==> config.mk <==
export PLATFORM = sky130hd
export DESIGN_NAME = seq_neuron
export DESIGN_NICKNAME = d
export VERILOG_FILES = /design/src/rtl/seq_neuron.sv
export SDC_FILE = /design/constraint.sdc
export NUM_CORES = 2
export LEC_CHECK = 0
export CAP_MARGIN = 20
export CORE_MARGIN = 2
export CORE_UTILIZATION = 70
export DETAILED_ROUTE_END_ITERATION = 10
export GPL_ROUTABILITY_DRIVEN = 0
export PLACE_DENSITY = 0.95
export SLEW_MARGIN = 0
export SYNTH_ARGS = -nofsm -noshare
export SYNTH_HDL_FRONTEND = slang
export SYNTH_SLANG_ARGS = --single-unit
==> constraint.sdc <==
create_clock -name clk -period 24.2 [get_ports clk]
set_input_delay 3.63 -clock clk [delete_from_list [all_inputs] [get_ports clk]]
set_output_delay 3.63 -clock clk [all_outputs]
set_load 0.1 [all_outputs]
==> src/rtl/seq_neuron.sv <==
`default_nettype none
// ============================================================================
// Module   : seq_neuron
// Purpose  : Time-multiplexed perceptron neuron. Serially accepts N_INPUTS
//            sign-magnitude samples, multiplies each by a runtime-writable
//            weight, accumulates, adds the bias term and emits the saturated
//            sign-magnitude sum plus a step activation.
// Ports    : clk, rst_n                    - clock, async active-low reset
//            w_we, w_addr, w_data          - weight RAM write port
//                                            (addr N_INPUTS = bias weight)
//            in_valid, in_ready, in_data   - sample stream
//            out_valid, out_ready          - result stream handshake
//            out_sum, out_act              - saturated sum, activation
// Revision : 1.0 - initial release
// ============================================================================
module seq_neuron #(
  parameter int N_INPUTS = 2,
  parameter int BIAS     = 1,
  parameter int SIGN     = 1,
  parameter int Q_M      = 15,
  parameter int Q_N      = 16,
  localparam int W       = SIGN + Q_M + Q_N,
  localparam int AW      = $clog2(N_INPUTS + 1)
) (
  input  logic          clk,
  input  logic          rst_n,
  input  logic          w_we,
  input  logic [AW-1:0] w_addr,
  input  logic [W-1:0]  w_data,
  input  logic          in_valid,
  output logic          in_ready,
  input  logic [W-1:0]  in_data,
  output logic          out_valid,
  input  logic          out_ready,
  output logic [W-1:0]  out_sum,
  output logic          out_act
);

  // Accumulator is wide enough that N_INPUTS+1 saturated terms never overflow.
  localparam int ACC_W = W + AW + 1;
  localparam logic [AW-1:0] LAST_IDX = AW'(N_INPUTS - 1);
  localparam logic [AW-1:0] BIAS_IDX = AW'(N_INPUTS);
  localparam logic [W-2:0]  MAG_MAX  = '1;
  localparam logic signed [ACC_W-1:0] ACC_MAX =
    $signed({{(ACC_W-W+1){1'b0}}, MAG_MAX});

  typedef enum logic [1:0] {
    ST_ACC  = 2'd0,
    ST_BIAS = 2'd1,
    ST_OUT  = 2'd2
  } state_t;

  state_t state, state_nxt;

  logic [W-1:0]            weights [0:N_INPUTS];
  logic [AW-1:0]           count;
  logic signed [ACC_W-1:0] acc;

  // Sign-magnitude to two's complement; a negative zero collapses to 0.
  function automatic logic signed [ACC_W-1:0] sm_to_tc(input logic neg,
                                                       input logic [W-2:0] mag);
    logic signed [ACC_W-1:0] ext;
    ext = $signed({{(ACC_W-W+1){1'b0}}, mag});
    return neg ? -ext : ext;
  endfunction

  // --------------------------------------------------------------------------
  // Multiplier: combinational read of the current weight, so a write landing
  // on the same edge as the sample does not affect this product.
  // --------------------------------------------------------------------------
  logic [W-1:0]            cur_w;
  logic [2*W-3:0]          prod_full;
  logic [2*W-3:0]          prod_shift;
  logic [W-2:0]            prod_mag;
  logic signed [ACC_W-1:0] prod_tc;

  assign cur_w = weights[count];

  always_comb begin
    prod_full  = {{(W-1){1'b0}}, in_data[W-2:0]} * {{(W-1){1'b0}}, cur_w[W-2:0]};
    prod_shift = prod_full >> Q_N;
    if (prod_shift > {{(W-1){1'b0}}, MAG_MAX}) begin
      prod_mag = MAG_MAX;
    end else begin
      prod_mag = prod_shift[W-2:0];
    end
    prod_tc = sm_to_tc(in_data[W-1] ^ cur_w[W-1], prod_mag);
  end

  // --------------------------------------------------------------------------
  // Bias term and output conversion
  // --------------------------------------------------------------------------
  logic [W-1:0]            bias_word;
  logic signed [ACC_W-1:0] bias_tc;
  logic signed [ACC_W-1:0] acc_final;
  logic signed [ACC_W-1:0] acc_abs;
  logic [W-2:0]            sum_mag;
  logic [W-1:0]            sum_nxt;
  logic                    act_nxt;

  generate
    if (BIAS != 0) begin : g_bias_on
      assign bias_word = weights[BIAS_IDX];
    end else begin : g_bias_off
      assign bias_word = '0;
    end
  endgenerate

  assign bias_tc   = sm_to_tc(bias_word[W-1], bias_word[W-2:0]);
  assign acc_final = acc + bias_tc;

  always_comb begin
    acc_abs = acc_final[ACC_W-1] ? -acc_final : acc_final;
    if (acc_abs > ACC_MAX) begin
      sum_mag = MAG_MAX;
    end else begin
      sum_mag = acc_abs[W-2:0];
    end
    // Sign only set for a nonzero magnitude so -0 is never emitted.
    sum_nxt = {acc_final[ACC_W-1] && (sum_mag != '0), sum_mag};
    act_nxt = !acc_final[ACC_W-1] && (acc_final != '0);
  end

  // --------------------------------------------------------------------------
  // Control FSM
  // --------------------------------------------------------------------------
  logic take;
  assign take = in_valid && in_ready;

  always_ff @(posedge clk or negedge rst_n) begin
    if (!rst_n) begin
      state <= ST_ACC;
    end else begin
      state <= state_nxt;
    end
  end

  always_comb begin
    state_nxt = state;
    in_ready  = 1'b0;
    case (state)
      ST_ACC: begin
        in_ready = 1'b1;
        if (in_valid && (count == LAST_IDX)) begin
          state_nxt = ST_BIAS;
        end
      end
      ST_BIAS: begin
        state_nxt = ST_OUT;
      end
      ST_OUT: begin
        if (out_ready) begin
          state_nxt = ST_ACC;
        end
      end
      default: begin
        state_nxt = ST_ACC;
      end
    endcase
  end

  // --------------------------------------------------------------------------
  // Datapath and weight RAM
  // --------------------------------------------------------------------------
  always_ff @(posedge clk or negedge rst_n) begin
    if (!rst_n) begin
      count     <= '0;
      acc       <= '0;
      out_valid <= 1'b0;
      out_sum   <= '0;
      out_act   <= 1'b0;
      for (int i = 0; i <= N_INPUTS; i++) begin
        weights[i] <= '0;
      end
    end else begin
      if (w_we && (w_addr <= BIAS_IDX)) begin
        weights[w_addr] <= w_data;
      end
      case (state)
        ST_ACC: begin
          if (take) begin
            acc   <= acc + prod_tc;
            count <= (count == LAST_IDX) ? '0 : count + 1'b1;
          end
        end
        ST_BIAS: begin
          acc       <= acc_final;
          out_sum   <= sum_nxt;
          out_act   <= act_nxt;
          out_valid <= 1'b1;
        end
        ST_OUT: begin
          if (out_ready) begin
            out_valid <= 1'b0;
            acc       <= '0;
          end
        end
        default: begin
        end
      endcase
    end
  end

endmodule
`default_nettype wire
==> qor.yml <==
outcome:
  status: "finished, violations left"
  violations: "design-rule violations"
yosys:
  synth_cell_types: 107
  ys_ff_latch: 169
  yosys_warnings: 0
  synth_seq_area_share: 0.0936
  synth_nets: 6349
  synth-edff-count: 0
  synthArstFlopShare: 1.00
  netlist_area_um2: 45200
  synth_flop_cell: "dfrtp_1"
  yosysTopAreaCellShare: 0.371
  synth_area_leaders: "fa_1, dfrtp_1, ha_1"
  syn_avg_cell_area_um2: 8.83
  syn_inst: 5113
  synth_top_area_cell: "fa_1"
sta:
  whs_ns: 0.498
  hold_violations: 0
  fin_crit_ns: 18.17
  tightest_slew_ns: 1.15
  finalSetupViolCount: 0
  rsz0062_at_grt: "no"
  final.setup_skew_ns: 0.0235
  fmax_mhz: 55.0
  min_period_over_period: 0.751
  tns_ns: 0
  slew_viol_final: 0
  slew_headroom: 0.228
clock_network:
  clockBufferDepth: 2
  cts_resized: 0
  cts_buffers: 17
  cts.sinks: 169
  clockRootBuffer: "clkbuf_16"
  clk-insertion-delay-late_ns: 0.48
  cts_setup_buffers: 0
  clkTransAtPathRegs_ns: 0.08
  cts_max_level: 4
  cts_tree: "done"
  hold_buffers: 0
global_routing:
  grt_pass1_wl_mm: 228
  grtUsageMet2: 0.675
  grt_use_met1: 0.495
  grt.met3_usage: 0.185
  antenna_found_initial: 4
  grt-ovfl-total: 0
  grt.busiest_layer: "met2"
  grt_max_degree: 72
  grt.total_usage: 0.440
  grt_pass1_vias: 44004
worst_setup_path:
  critical_path.max_fanout: 60
  worstPathRequired_ns: 24.55
  cp-startpoint: "in_data[15]"
  reg2regPathDepth: 52
  crit_end: "acc[34]"
  r2r_end: "acc[34]"
  cp.arrival_ns: 18.52
  timing.rr.start: "count[1]"
  crit_slowest_cell: "fa_1"
  cp_num_buf_inv: 5
  slowest_delay_ns: 0.60
  cpLargestDelayFamily: "adder cells"
  endpoint_kind: "register"
  ff2ff_setup_slack_ns: 7.96
  critical_path_class: "input port to register"
  cp-start-kind: "input port"
  cp_common_cell: "fa_1"
  path_depth: 49
cells_and_area:
  drive_gt1_frac: 0.0595
  finalCoreUtilization: 0.742
  synthToLayoutAreaGrowth_pct: 5.39
  mostFrequentLayoutCells: "fa_1, inv_1, nand2_1"
  finalNetCount: 6261
  final_common_cell: "fa_1"
placed_design:
  io_buffer_count: 105
  hpwlAfterDp_mm: 105
floorplan:
  fp.dieH_um: 258
  die-area_um2: 66600
  die_x_um: 258
  core_um2: 64100
  rows: 93
  start_util: 0.705
  ios: 106
drt:
  drt-total-wl_mm: 144
  drt_pre_antenna_iters: 11
  final_antenna_net_count: 0
  wl_per_cell_um: 24.5
  num_vias: 40312
  drcViolationCount: 8
  via_per_inst: 6.84
  drt_iter0_markers: 5688
worst_hold_path:
  holdPathStages: 1
  hp-start: "out_sum[9]"
  hold_path.class: "register to register"
job:
  cap_violations: 0
## worst reg2reg max path, delay by kind of cell, from the launching register on
| kind | cells | cell delay [ns] |
|---|---|---|
| AND/OR/NAND/NOR | 19 | 4.88 |
| adder cells (fa/ha/maj) | 11 | 5.23 |
| AO/OA/AOI/OAI | 15 | 3.67 |
| buffers and inverters | 5 | 1.40 |
| multiplexers | 2 | 0.53 |
| flip-flops | 1 | 0.41 |
## cell usage after synthesis, types with 9 or more instances
cell type / count
fa_1: 838
inv_1: 832
nand2_1: 725
and2_1: 431
ha_1: 327
clkbuf_1: 265
a21oi_1: 210
nor2_1: 170
dfrtp_1: 169
o21ai_0: 128
mux2_2: 100
xnor2_1: 93
a21o_1: 66
nor3_1: 54
xor2_1: 52
nand3_1: 44
mux2i_1: 38
o21a_1: 33
nand4_1: 31
nand2b_1: 27
o22a_1: 27
and3_1: 26
o21bai_1: 26
or3_1: 25
o211ai_1: 24
nor2b_1: 23
nor4_1: 20
a211oi_1: 18
a31oi_1: 18
o31ai_1: 18
buf_2: 14
o221ai_1: 14
nand3b_1: 12
a41oi_1: 10
o2111ai_1: 10
o41ai_1: 9
or4_1: 9
## sequential cells by signal, summed over array words and instances, names as in the netlist
signal and count:
weights 64, acc 35, bias_word 32, out_sum 32
count 2, state 2, out_act 1, out_valid 1
## cells by family (layout without fill, tap and decap cells)
kind of cell | after synthesis | after routing | synth area share
buffers and inverters | 1122 | 1047 | 0.0944
adders and majority gates | 1165 | 1165 | 0.462
and+or+nand+nor | 1658 | 1658 | 0.182
DFF | 169 | 169 | 0.0936
other | 0 | 1 | 0
AOI/OAI and AO/OA | 715 | 715 | 0.106
xor gates and xnor gates | 145 | 145 | 0.0281
muxes | 139 | 139 | 0.0336
## metrics by stage
| stage | std cells | worst slack (ns) | instance area, µm² |
|---|---|---|---|
| after floorplan | 5113 | 8.45 | 45200 |
| after global placement | 5856 | 6.66 | 46900 |
| after detailed placement | 5857 | 6.56 | 46900 |
| after CTS | 5889 | 6.78 | 47500 |
| after global routing | 5894 | 5.24 | 47600 |
| final | 5894 | 6.03 | 47600 |
## metal layers
layer  vias to the layer above  share of wire
met4                         4          0.090
met5                         -        0.00032
met2                      3777           0.44
met1                     19098           0.31
met3                      1408           0.15
li1                      16025              -
## worst min-delay path by stage
stage                        to  slack [ns]
finish               out_sum[9]        0.50
global route         out_sum[9]        0.53
CTS                  out_sum[9]        0.50
detailed placement   out_sum[9]        0.49
global placement     out_sum[2]        0.48
floorplan           weights[34]        0.48
## area by class of cell
type	instances	area (µm²)
diodes	1	2.50
clock inverters	15	201
flip-flops and latches	169	4230
fillers	3694	16500
repair buffers	183	1700
inverters	832	3120
clock buffers	17	425
multi-input cells	3822	36900
well taps	855	1070
Power is not shown: default switching activity piles up to over one toggle a cycle in this logic, so the estimate is an artifact.
